--- config.mk ---
export PLATFORM = sky130hd
export DESIGN_NAME = dmem_arbiter
export DESIGN_NICKNAME = d
export VERILOG_FILES = /design/src/rtl/rv32i_types.sv /design/src/rtl/dmem_arbiter.sv
export SDC_FILE = /design/constraint.sdc
export NUM_CORES = 1
export LEC_CHECK = 0
export CORE_ASPECT_RATIO = 0.9
export CORE_UTILIZATION = 35
export DETAILED_ROUTE_END_ITERATION = 8
export GPL_ROUTABILITY_DRIVEN = 0
export HOLD_SLACK_MARGIN = 0.02
export PLACE_DENSITY = 0.77
export RECOVER_POWER = 100
export SLEW_MARGIN = 5
export SYNTH_ARGS = -nofsm -noshare
export SYNTH_HDL_FRONTEND = slang
export SYNTH_SLANG_ARGS = --single-unit
--- constraint.sdc ---
create_clock -name clk -period 2 [get_ports clk]
set_clock_uncertainty 0.15 [all_clocks]
set_input_delay 0.2 -clock clk [delete_from_list [all_inputs] [get_ports clk]]
set_output_delay 0.2 -clock clk [all_outputs]
set_load 0.05 [all_outputs]
--- src/rtl/rv32i_types.sv ---
// Shared types and widths for the data-memory arbiter.
package rv32i_types;

  localparam int unsigned XLEN      = 32;
  localparam int unsigned MASK_W    = 4;
  localparam int unsigned ROB_TAG_W = 5;

  typedef enum logic [1:0] {
    IDLE       = 2'd0,
    STORE_WAIT = 2'd1,
    LOAD_WAIT  = 2'd2
  } dmem_arb_state_t;

endpackage

--- src/rtl/dmem_arbiter.sv ---
// Arbitrates committed stores and speculative loads onto a single data-memory
// port, one transaction in flight at a time, with bounded store starvation.
module dmem_arbiter
  import rv32i_types::*;
#(
  parameter int unsigned STARVE_LIMIT = 4
) (
  input  logic                 clk,
  input  logic                 rst,
  input  logic                 sb_req_valid,
  output logic                 sb_req_ready,
  input  logic [XLEN-1:0]      sb_addr,
  input  logic [XLEN-1:0]      sb_wdata,
  input  logic [MASK_W-1:0]    sb_wmask,
  input  logic                 sb_full,
  input  logic                 ld_req_valid,
  output logic                 ld_req_ready,
  input  logic [XLEN-1:0]      ld_addr,
  input  logic [MASK_W-1:0]    ld_rmask,
  input  logic [ROB_TAG_W-1:0] ld_rob_tag,
  output logic                 ld_resp_valid,
  output logic [XLEN-1:0]      ld_rdata,
  output logic [ROB_TAG_W-1:0] ld_resp_rob_tag,
  input  logic                 branch_mispredicted,
  output logic [XLEN-1:0]      dmem_addr,
  output logic [MASK_W-1:0]    dmem_rmask,
  output logic [MASK_W-1:0]    dmem_wmask,
  output logic [XLEN-1:0]      dmem_wdata,
  input  logic [XLEN-1:0]      dmem_rdata,
  input  logic                 dmem_resp
);

  localparam int unsigned CNT_W = (STARVE_LIMIT < 1) ? 1 : $clog2(STARVE_LIMIT + 1);

  dmem_arb_state_t        state_q;
  logic [CNT_W-1:0]       starve_cnt_q;
  logic                   squash_q;
  logic [ROB_TAG_W-1:0]   tag_q;
  logic                   starve_at_limit;
  logic                   grant_st;
  logic                   grant_ld;

  assign starve_at_limit = (starve_cnt_q == CNT_W'(STARVE_LIMIT));

  // Grant selection in IDLE: full buffer or starved store first, then loads
  // (unless flushing), then any remaining store.
  always_comb begin
    grant_st = 1'b0;
    grant_ld = 1'b0;
    if (state_q == IDLE) begin
      if (sb_req_valid && (sb_full || starve_at_limit)) begin
        grant_st = 1'b1;
      end else if (ld_req_valid && !branch_mispredicted) begin
        grant_ld = 1'b1;
      end else if (sb_req_valid) begin
        grant_st = 1'b1;
      end
    end
  end

  // Ready doubles as the grant, so an accept is valid & grant.
  assign sb_req_ready = grant_st;
  assign ld_req_ready = grant_ld;

  // FSM, starvation counter, squash tracking and registered memory/response outputs.
  always_ff @(posedge clk) begin
    if (rst) begin
      state_q         <= IDLE;
      starve_cnt_q    <= '0;
      squash_q        <= 1'b0;
      tag_q           <= '0;
      ld_resp_valid   <= 1'b0;
      ld_rdata        <= '0;
      ld_resp_rob_tag <= '0;
      dmem_addr       <= '0;
      dmem_rmask      <= '0;
      dmem_wmask      <= '0;
      dmem_wdata      <= '0;
    end else begin
      ld_resp_valid <= 1'b0;
      unique case (state_q)
        IDLE: begin
          if (grant_st) begin
            state_q      <= STORE_WAIT;
            dmem_addr    <= sb_addr;
            dmem_wdata   <= sb_wdata;
            dmem_wmask   <= sb_wmask;
            dmem_rmask   <= '0;
            starve_cnt_q <= '0;
          end else if (grant_ld) begin
            state_q    <= LOAD_WAIT;
            dmem_addr  <= ld_addr;
            dmem_rmask <= ld_rmask;
            dmem_wmask <= '0;
            dmem_wdata <= '0;
            tag_q      <= ld_rob_tag;
            if (sb_req_valid && !starve_at_limit) begin
              starve_cnt_q <= starve_cnt_q + CNT_W'(1);
            end
          end
        end
        STORE_WAIT: begin
          if (dmem_resp) begin
            state_q    <= IDLE;
            dmem_addr  <= '0;
            dmem_rmask <= '0;
            dmem_wmask <= '0;
            dmem_wdata <= '0;
          end
        end
        LOAD_WAIT: begin
          if (branch_mispredicted) begin
            squash_q <= 1'b1;
          end
          if (dmem_resp) begin
            state_q         <= IDLE;
            squash_q        <= 1'b0;
            ld_resp_valid   <= !(squash_q || branch_mispredicted);
            ld_rdata        <= dmem_rdata;
            ld_resp_rob_tag <= tag_q;
            dmem_addr       <= '0;
            dmem_rmask      <= '0;
            dmem_wmask      <= '0;
            dmem_wdata      <= '0;
          end
        end
        default: state_q <= IDLE;
      endcase
    end
  end

endmodule

==> out/qor.yml, run 1 <==
synthesis:
  syn_inst: 510
  yosys.area.top_type_share_pct: 51.9
  yosysMostFrequentCell: "dfxtp_1"
  syn_area_per_cell_um2: 9.15
  synth.top_cells.by_area: "dfxtp_1 52%, a21oi_1 8.4%, a22o_1 6.8%"
  ys.flop_type: "dfxtp_1"
  yosysTopAreaCell: "dfxtp_1"
  synthTopCellsByCount: "121 x dfxtp_1, 84 x nand2_1, 78 x a21oi_1"
  synth_seq_cells: 121
  synth_warnings: 0
  syn-num-nets: 663
  synth_edf_count: 0
  seq_area_frac_synth_pct: 51.9
  synth.distinct_cells: 34
  async_flop_share_pct: 0
  synth_area_um2: 4670
worst_setup_path:
  critical_path_arrival_ps: 1610
  r2r_cells: 9
  crit_start: "dmem_addr[13]"
  path_buf_inv: 1
  cp_slowest_stage_delay_ps: 820
  critPathKind: "reg2out"
  critical_path.cell_chain: "clkdlybuf4s50_1"
  critPathMaxFanout: 2
  reg2reg_to: "dmem_wdata[31]"
  cp_slowest_cell: "clkdlybuf4s50_1"
  setup.worst_path.end_class: "output pin"
  critical_path.top_delay_family: "buffers and inverters"
  rrSetupSlack_ps: 80
  start_kind: "flop"
  critPathRequiredTime_ps: 1650
  r2r_start: "state_q[1]"
floorplanning:
  io_pins: 260
  dieHeight_um: 112
  die-area_um2: 13800
  coreArea_um2: 12800
  row_count: 39
  die_w_um: 124
  initial_core_util_pct: 36.4
detailed_routing:
  dr.pass1.iters: 4
  via_per_inst: 5.09
  drt-initial-drc-count: 332
  drc_errors: 0
  drtAntennaViolNets: 0
  vias: 4835
  wirelength_mm: 16.1
  drt-wirelength-per-cell_um: 17.0
power_and_ir_drop:
  powerDensity_nw_per_um2: 967
  total_leakage_power_nw: 3.04
  irDropWorstVdd_v: 0.000678
  finalPower_mw: 8.01
cells_and_area:
  area_growth_pct: 77.4
  n_antenna_cell: 0
  fin_nets: 925
  layout-drive-gt1-share_pct: 10.3
  layout.cells.non_filler: 949
timing:
  fin_crit_sh_pct: 98.2
  drv_slew: 0
  timing.fmax_ghz: 0.509
  fin_ws_ps: 35.9
  hold_slack_ps: 78.4
  slew_headroom_pct: 51.7
  setup_violations: 0
  finalHoldViolations: 0
  final.setup.tns_ps: 0
  rsz0062_at_grt: "yes"
  tightestPinTransition_ps: 724
  finalCriticalPeriod_ps: 1960
placement:
  dp_hpwl_mm: 10.8
  numPortBuffers: 259
  dp.cells: 910
  pre_cts_slack_ps: -162
clock_tree:
  cts-htree-levels: 4
  root_buffer: "clkbuf_16"
  cts_sinks: 121
  cts_tree: "yes"
  clk_latency_ps: 410
  numCtsBuffers: 17
  path_clk_slew_ps: 60
  cts_hold_buf: 0
  clk_path_buf_depth: 2
hold_path:
  holdCritStartpoint: "rst"
  min_path_cells: 2
  hold_end: "ld_rdata[20]"
  min_path_type: "in2reg"
global_routing:
  globalRouteOverflowTotal: 0
  track_usage_pct: 22.5
  grt_pass1_wl_mm: 24.0
  grt_max_degree: 39
  grt_antenna_before_repair: 0
  grt_pass1_vias: 4749
run:
  cap_violations: 0
outcome:
  outcome: "complete, no violations"
## routing by layer
layer	part of all wire, %	track usage, %
met1	38	24.4
met2	51	39.1
met3	8.9	7.58
met4	2.4	10.2
met5	0	0
## logic make-up after synthesis
kind of cell    synth area share [%]
simple gates                    18.3
buf+inv                         5.04
fa+ha+maj                       1.34
mux                             1.07
flops                           51.9
compound gates                  22.4
## final cells by class
cell class / instances / area (µm²)
Inverter: 7 / 26.3
Timing Repair Buffer: 286 / 2910
Clock buffer: 21 / 480
Tap cell: 164 / 205
Multi-Input combinational cell: 339 / 2060
Clock inverter: 11 / 166
Fill cell: 1014 / 4560
Sequential cell: 121 / 2430
## report_power, final
group	switching, mW	total, mW	internal [mW]
combinational	1.16	2.01	0.856
clock	1.10	3.31	2.21
sequential	0.0970	2.68	2.59
total	2.35	8.01	5.65
## per-stage QoR
| step | instance area [µm²] | util, % |
|---|---|---|
| finish | 8280 | 64.5 |
| global route | 8280 | 64.5 |
| CTS | 8180 | 63.7 |
| detailed placement | 7480 | 58.3 |
| global placement | 7480 | 58.3 |
| floorplan | 4670 | - |
## worst max-delay path by stage
stage,end,cells after the start,slack [ps]
2_1_floorplan,dmem_wdata[10],7,30
3_3_place_gp,dmem_addr[3],6,-70
4_1_cts,sb_req_ready,6,0.8
3_5_place_dp,dmem_addr[0],6,-160
6_report,dmem_addr[13],1,40
5_1_grt,ld_req_ready,6,-3
## flip-flops by register name, summed over array words and instances (netlist names), 3 cells and up
name,flops
dmem_addr,32
dmem_rmask,4
dmem_wdata,32
dmem_wmask,4
ld_rdata,32
ld_resp_rob_tag,5
starve_cnt_q,3
tag_q,5
## placed cells by master, fill, tap and decap left out, types with 4 or more instances in the layout
cell,netlist,routed
clkbuf_8,0,4
nand4b_1,5,5
a211oi_1,32,31
buf_6,3,8
mux2i_1,5,5
dfxtp_1,121,117
nand3b_1,33,33
buf_4,1,13
nand2_1,84,84
inv_2,0,4
clkdlybuf4s50_1,0,256
buf_12,0,5
a21oi_1,78,77
a22o_1,36,36
bufinv_16,0,4
nor2_1,39,39
clkbuf_16,0,19
## timing repair
| item | in CTS | in global routing |
|---|---|---|
| gates resized for setup | 13 | 11 |
| setup buffers | 2 | 2 |
| gates cloned | 0 | 3 |
| setup endpoints to repair | 14 | 64 |
| pin swaps | 5 | 4 |
Power figures use the tool's default switching activity.
==> inputs of run 2 (changes only) <==
--- a/config.mk
+++ b/config.mk
@@ -5,13 +5,16 @@
 export SDC_FILE = /design/constraint.sdc
 export NUM_CORES = 1
 export LEC_CHECK = 0
+export CAP_MARGIN = 0
 export CORE_ASPECT_RATIO = 0.9
-export CORE_UTILIZATION = 35
+export CORE_UTILIZATION = 36
+export CTS_BUF_LIST = sky130_fd_sc_hd__clkbuf_8
 export DETAILED_ROUTE_END_ITERATION = 8
 export GPL_ROUTABILITY_DRIVEN = 0
 export HOLD_SLACK_MARGIN = 0.02
-export PLACE_DENSITY = 0.77
+export PLACE_DENSITY = 0.79
 export RECOVER_POWER = 100
+export REMOVE_ABC_BUFFERS = 1
 export SLEW_MARGIN = 5
 export SYNTH_ARGS = -nofsm -noshare
 export SYNTH_HDL_FRONTEND = slang
==> run 2 against run 1 <==
Net effect: the flow now finishes with violations (negative setup slack); global-route usage up 0.30 points; core utilization down 2.7 points; register-to-register slack worse by 150 ps; maximum frequency down 5.3%; cell count up 1.8%.
==> out/qor.yml, run 2 (synthesis results as in run 1) <==
power_and_ir_drop:
  swShare_pct: 33.4  # +4.0 points
  clockPowerShare_pct: 31.7  # -9.7 points
  powerDensity_nw_per_um2: 878  # -9.3%
  irDropWorstVdd_v: 0.000564  # -17%
  intPower_mw: 4.58  # -19%
  p_sw_mw: 2.30  # -2.3%
  comb_power_share_pct: 29.3  # +4.2 points
  p_seq_share_pct: 38.9  # +5.4 points
  total_leakage_power_nw: 2.89  # -4.9%
clock_tree:
  clk_latency_ps: 440  # +30 ps
  cts-htree-levels: 4  # unchanged
  clk_path_buf_depth: 2  # unchanged
  root_buffer: "clkbuf_8"
  cts_tree: "yes"
  cts_sinks: 121  # unchanged
  numCtsBuffers: 17  # unchanged
  path_clk_slew_ps: 70  # about the same
timing:
  tightestPinTransition_ps: 898  # +174 ps
  setup_violations: 35  # +35
  rsz0062_at_grt: "yes"
  drv_slew: 0  # unchanged
  fin_crit_sh_pct: 104  # +5.5 points
  slew_headroom_pct: 40.1  # -12 points
  final.setup.tns_ps: -1390  # -1390 ps
  finalHoldViolations: 0  # unchanged
  hold_slack_ps: 161  # +82.7 ps
  finalCriticalPeriod_ps: 2070  # +111 ps
  fin_ws_ps: -74.7  # -111 ps
  timing.fmax_ghz: 0.482  # -5.3%
detailed_routing:
  drc_errors: 0  # unchanged
  dr.pass1.iters: 5  # +1
  drt-wirelength-per-cell_um: 16.7  # -1.5%
  drt-initial-drc-count: 232  # -30%
  via_per_inst: 5.10  # about the same
  vias: 4923  # +1.8%
  wirelength_mm: 16.2  # +0.25%
  drtAntennaViolNets: 0  # unchanged
cells_and_area:
  layout_common_cells: "188 x clkdlybuf4s50_1, 119 x dfxtp_1, 84 x nand2_1, 77 x a21oi_1, 65 x clkbuf_1"
  layout-drive-gt1-share_pct: 12.3  # +2.0 points
  n_antenna_cell: 0  # unchanged
  final_common_cell: "clkdlybuf4s50_1"
  largestRegisters: "dmem_addr x32, dmem_wdata x32, ld_rdata x32"
  area_growth_pct: 67.9
  fin_nets: 942  # +1.8%
floorplanning:
  dieHeight_um: 110  # -1.4%
  coreArea_um2: 12700  # -1.1%
  die-area_um2: 13400  # -2.7%
  row_count: 39  # unchanged
  initial_core_util_pct: 36.8  # +0.42 points
  io_pins: 260  # unchanged
  die_w_um: 122  # -1.4%
worst_setup_path:
  start_kind: "flop"
  cp_slowest_stage_delay_ps: 340  # -480 ps
  critPathKind: "reg2out"
  path_common_cell: "buf_12"
  cp_slowest_cell: "dfxtp_2"
  critical_path.cell_chain: "inv_2 > ha_4 > a21oi_2 > o211a_1 > buf_12 > buf_12"
  critPathMaxFanout: 6  # +4
  critPathRequiredTime_ps: 1650  # about the same
  critical_path_arrival_ps: 1720  # +110 ps
  setup.worst_path.end_class: "output pin"
run:
  cap_violations: 0  # unchanged
global_routing:
  grt_antenna_before_repair: 0  # unchanged
  globalRouteOverflowTotal: 0  # unchanged
  grt_pass1_wl_mm: 23.3  # -2.8%
  grt_max_degree: 80  # +110%
  track_usage_pct: 22.8  # +0.30 points
  grt_pass1_vias: 4759  # +0.21%
hold_path:
  min_path_type: "in2reg"
placement:
  numPortBuffers: 259  # unchanged
  pre_cts_slack_ps: -229  # -67.1 ps
  dp_hpwl_mm: 10.9  # +0.59%
outcome:
  violations: "negative setup slack"
  outcome: "complete, but fails checks"
## run 2: cell types whose count changed in the layout (fill, tap and decap cells not counted), sizes merged
cell | before | now
dlygate4sd2 | 0 | 3
clkbuf | 24 | 89
clkdlybuf4s50 | 256 | 188
bufinv | 4 | 2
dlygate4sd3 | 0 | 1
clkinv | 3 | 7
nor2 | 40 | 41
buf | 27 | 40
## run 2: power by group through the flow
| stage | clock [mW] | combinational (mW) | sequential, mW |
|---|---|---|---|
| after CTS | 2.24 | 2.11 | 2.68 |
| after floorplan | 0 | 0.503 | 3.27 |
| final | 2.18 | 2.02 | 2.68 |
| after detailed placement | 0 | 2.04 | 2.73 |
| after global routing | 2.36 | 2.13 | 2.69 |
| after global placement | 0 | 2.01 | 2.72 |
## run 2: path summary, 6_finish.rpt
| kind | start | to | slack, ps | depth (start not counted) |
|---|---|---|---|---|
| setup / recovery | starve_cnt_q[0] | ld_req_ready | -70 | 6 |
| hold / removal | dmem_rdata[16] | ld_rdata[16] | 160 | 3 |
| setup reg to reg | state_q[0] | dmem_wdata[30] | -70 | 10 |
| hold reg to reg | squash_q | ld_resp_valid | 300 | 1 |
## run 2: cell type report
type | instances | area (µm²)
repair buffers | 302 | 2690
fillers | 1069 | 4850
well taps | 164 | 205
inverters | 7 | 31.3
flip-flops and latches | 121 | 2420
multi-input cells | 340 | 2080
clock inverters | 13 | 145
clock buffers | 19 | 262
## run 2: metrics by stage
| step | area, µm² | utilization, % | std cells | power, mW |
|---|---|---|---|---|
| floorplan | 4460 | - | 467 | 3.78 |
| global placement | 7630 | 60.1 | 921 | 4.73 |
| detailed placement | 7630 | 60.1 | 921 | 4.77 |
| CTS | 8180 | 64.5 | 962 | 7.02 |
| global route | 7840 | 61.8 | 966 | 7.19 |
| finish | 7840 | 61.8 | 966 | 6.88 |
## run 2: worst max-delay path: cells and delay by family (launching register included)
family,cells,cell delay [ps]
DFF,1,340
adders and majority gates,1,160
AOI/OAI and AO/OA,2,470
buffers and inverters,3,320
## run 2: metal layers
metal / track usage [%] / wire length (µm) / vias up
li1: - / - / 2351
met1: 25.1 / 6330 / 2312
met2: 39.1 / 8030 / 229
met3: 8.64 / 1340 / 31
met4: 10.4 / 448 / 0
met5: 0 / 0 / -
## run 2: what timing repair did
item,CTS,global route
gates cloned,2,2
setup buffers,6,2
endpoints found under the hold margin,1,0
pin swaps,5,4
gates resized for setup,21,72
endpoints found under the setup margin,41,121
hold buffers,1,0
==> inputs of run 3 (changes only) <==
--- a/config.mk
+++ b/config.mk
@@ -8,7 +8,7 @@
 export CAP_MARGIN = 0
 export CORE_ASPECT_RATIO = 0.9
 export CORE_UTILIZATION = 36
-export CTS_BUF_LIST = sky130_fd_sc_hd__clkbuf_8
+export CTS_BUF_LIST = sky130_fd_sc_hd__clkbuf_4
 export DETAILED_ROUTE_END_ITERATION = 8
 export GPL_ROUTABILITY_DRIVEN = 0
 export HOLD_SLACK_MARGIN = 0.02
==> run 3 against run 2 <==
Net effect: the flow still finishes with violations (negative setup slack); hold slack lost 81 ps; via count is 6.6% higher; setup slack worse by 130 ps; largest power group unchanged; highest routed layer unchanged.
==> out/qor.yml, run 3 (synthesis results as in run 1) <==
outcome:
  outcome: "complete, but fails checks"
  violations: "negative setup slack"
global_routing:
  track_usage_pct: 24.4  # +1.6 points
  met3_usage_pct: 9.00  # +0.36 points
  grt_max_degree: 80  # unchanged
  use_met1_pct: 26.1  # +0.98 points
  globalRouteMet2Util_pct: 42.2  # +3.1 points
  grt_antenna_before_repair: 0  # unchanged
  grt_pass1_wl_mm: 24.8  # +6.2%
  grt_pass1_vias: 5047  # +6.1%
  globalRouteOverflowTotal: 0  # unchanged
  grt.busiest_layer: "met2"
cells_and_area:
  layout.cells.non_filler: 1017  # +5.3%
  n_antenna_cell: 0  # unchanged
  final_core_util_pct: 70.2  # +8.4 points
  fin_nets: 993  # +5.4%
  layout-drive-gt1-share_pct: 19.5  # +7.1 points
  layout_common_cells: "146 x clkdlybuf4s50_1, 119 x dfxtp_1, 108 x dlygate4sd2_1, 84 x nand2_1, 62 x a21oi_1"
  final_common_cell: "clkdlybuf4s50_1"
  area_growth_pct: 90.8
  largestRegisters: "dmem_addr x32, dmem_wdata x32, ld_rdata x32"
  n_fill_cell: 931  # -13%
timing:
  drv_slew: 0  # unchanged
  finalCriticalPeriod_ps: 2200  # +125 ps
  final.setup.tns_ps: -6280  # -4900 ps
  fin_ws_ps: -200  # -125 ps
  setup_violations: 59  # +69%
  fin_crit_sh_pct: 110  # +6.3 points
  rsz0062_at_grt: "yes"
  slew_headroom_pct: 56.5  # +16 points
  finalHoldViolations: 0  # unchanged
  tightestPinTransition_ps: 656  # -242 ps
  timing.fmax_ghz: 0.455  # -5.7%
worst_setup_path:
  r2r_start: "state_q[0]"
  critPathMaxFanout: 2  # -4
  reg2reg_to: "dmem_wdata[20]"
  setup.worst_path.end_class: "output pin"
  rrSetupSlack_ps: -200  # -130 ps
  critical_path_arrival_ps: 1850  # +130 ps
  critPathKind: "reg2out"
  critPathRequiredTime_ps: 1650  # about the same
  r2r_cells: 12  # +2
  start_kind: "flop"
floorplanning:
  io_pins: 260  # unchanged
  die-area_um2: 13400  # unchanged
  coreArea_um2: 12700  # unchanged
  die_w_um: 122  # unchanged
  dieHeight_um: 110  # unchanged
  row_count: 39  # unchanged
  initial_core_util_pct: 36.8  # unchanged
power_and_ir_drop:
  finalPower_mw: 6.82  # -0.81%
  comb_power_share_pct: 36.0  # +6.7 points
  clockPowerShare_pct: 24.8  # -6.9 points
  intPower_mw: 4.40  # -4.0%
  powerDensity_nw_per_um2: 766  # -13%
  total_leakage_power_nw: 3.80  # +31%
  p_sw_mw: 2.43  # +5.4%
  p_seq_share_pct: 39.2  # +0.3 points
  irDropWorstVdd_v: 0.000721  # +28%
  swShare_pct: 35.5  # +2.1 points
clock_tree:
  cts_sinks: 121  # unchanged
  clk_path_buf_depth: 2  # unchanged
  clk_latency_ps: 530  # +90 ps
  root_buffer: "clkbuf_4"
  numCtsBuffers: 17  # unchanged
  cts-htree-levels: 4  # unchanged
  path_clk_slew_ps: 110  # +40 ps
  cts_tree: "yes"
detailed_routing:
  via_per_inst: 5.16  # +1.3%
  drt-initial-drc-count: 282  # +22%
  drc_errors: 0  # unchanged
  drt-wirelength-per-cell_um: 17.9  # +7.2%
  drtAntennaViolNets: 0  # unchanged
  dr.pass1.iters: 5  # unchanged
  vias: 5248  # +6.6%
  wirelength_mm: 18.2  # +13%
hold_path:
  holdCritStartpoint: "dmem_rdata[23]"
  hold_end: "ld_rdata[23]"
  min_path_type: "in2reg"
  min_path_cells: 3  # unchanged
placement:
  numPortBuffers: 259  # unchanged
  dp_hpwl_mm: 10.9  # unchanged
  dp.cells: 921  # unchanged
run:
  cap_violations: 0  # unchanged
run 3: cell type report:
cell class / instances / area [µm²] / area share [%]
repair buffers: 353 / 3650 / 41.0
flip-flops and latches: 121 / 2420 / 27.2
multi-input cells: 340 / 2310 / 26.0
well taps: 164 / 205 / 2.30
clock inverters: 15 / 153 / 1.71
clock buffers: 17 / 128 / 1.43
inverters: 7 / 31.3 / 0.351
run 3: worst max-delay path by stage:
stage | from | endpoint | slack [ps] | cells after the start
CTS | starve_cnt_q[0] | sb_req_ready | -240 | 8
finish | starve_cnt_q[1] | sb_req_ready | -200 | 8
global route | starve_cnt_q[0] | sb_req_ready | -300 | 8
floorplan | state_q[0] | dmem_wdata[0] | -920 | 6
detailed placement | branch_mispredicted | dmem_wdata[19] | -230 | 5
global placement | sb_req_valid | dmem_wdata[16] | -130 | 5
run 3: timing repair:
action,4_1_cts,5_1_grt
setup endpoints to repair,148,70
gates resized for setup,135,69
hold buffers,23,2
endpoints found under the hold margin,27,2
gates cloned,7,8
pin swaps,9,72
buffers inserted,16,11
run 3: metrics by stage:
step                      setup slack, ps  hold slack [ps]  area, µm²
after CTS                            -236             23.2       8380
after detailed placement             -229              291       7630
after global routing                 -303             31.9       8910
final                                -200             80.3       8910
after floorplan                      -920              119       4460
after global placement               -129              268       7630
run 3: power groups by stage:
stage	Sequential [mW]	Clock [mW]	Combinational (mW)
2_1_floorplan	3.27	0	0.503
3_3_place_gp	2.72	0	2.01
3_5_place_dp	2.73	0	2.04
4_1_cts	2.67	1.74	2.12
5_1_grt	2.69	1.85	2.57
6_report	2.67	1.69	2.46
run 3: worst max-delay path, stage by stage, from the launching register on:
cell and delay [ps]:
dfxtp_2 360, inv_2 50, ha_4 150, a21o_1 200, o21ai_4 180, buf_12 130, buf_12 100, inv_6 30
buf_8 130
run 3: per-layer routing:
metal	wire length (µm)	vias up
met3	1450	47
met5	0	-
met4	629	0
met2	9100	240
li1	-	2466
met1	7050	2495
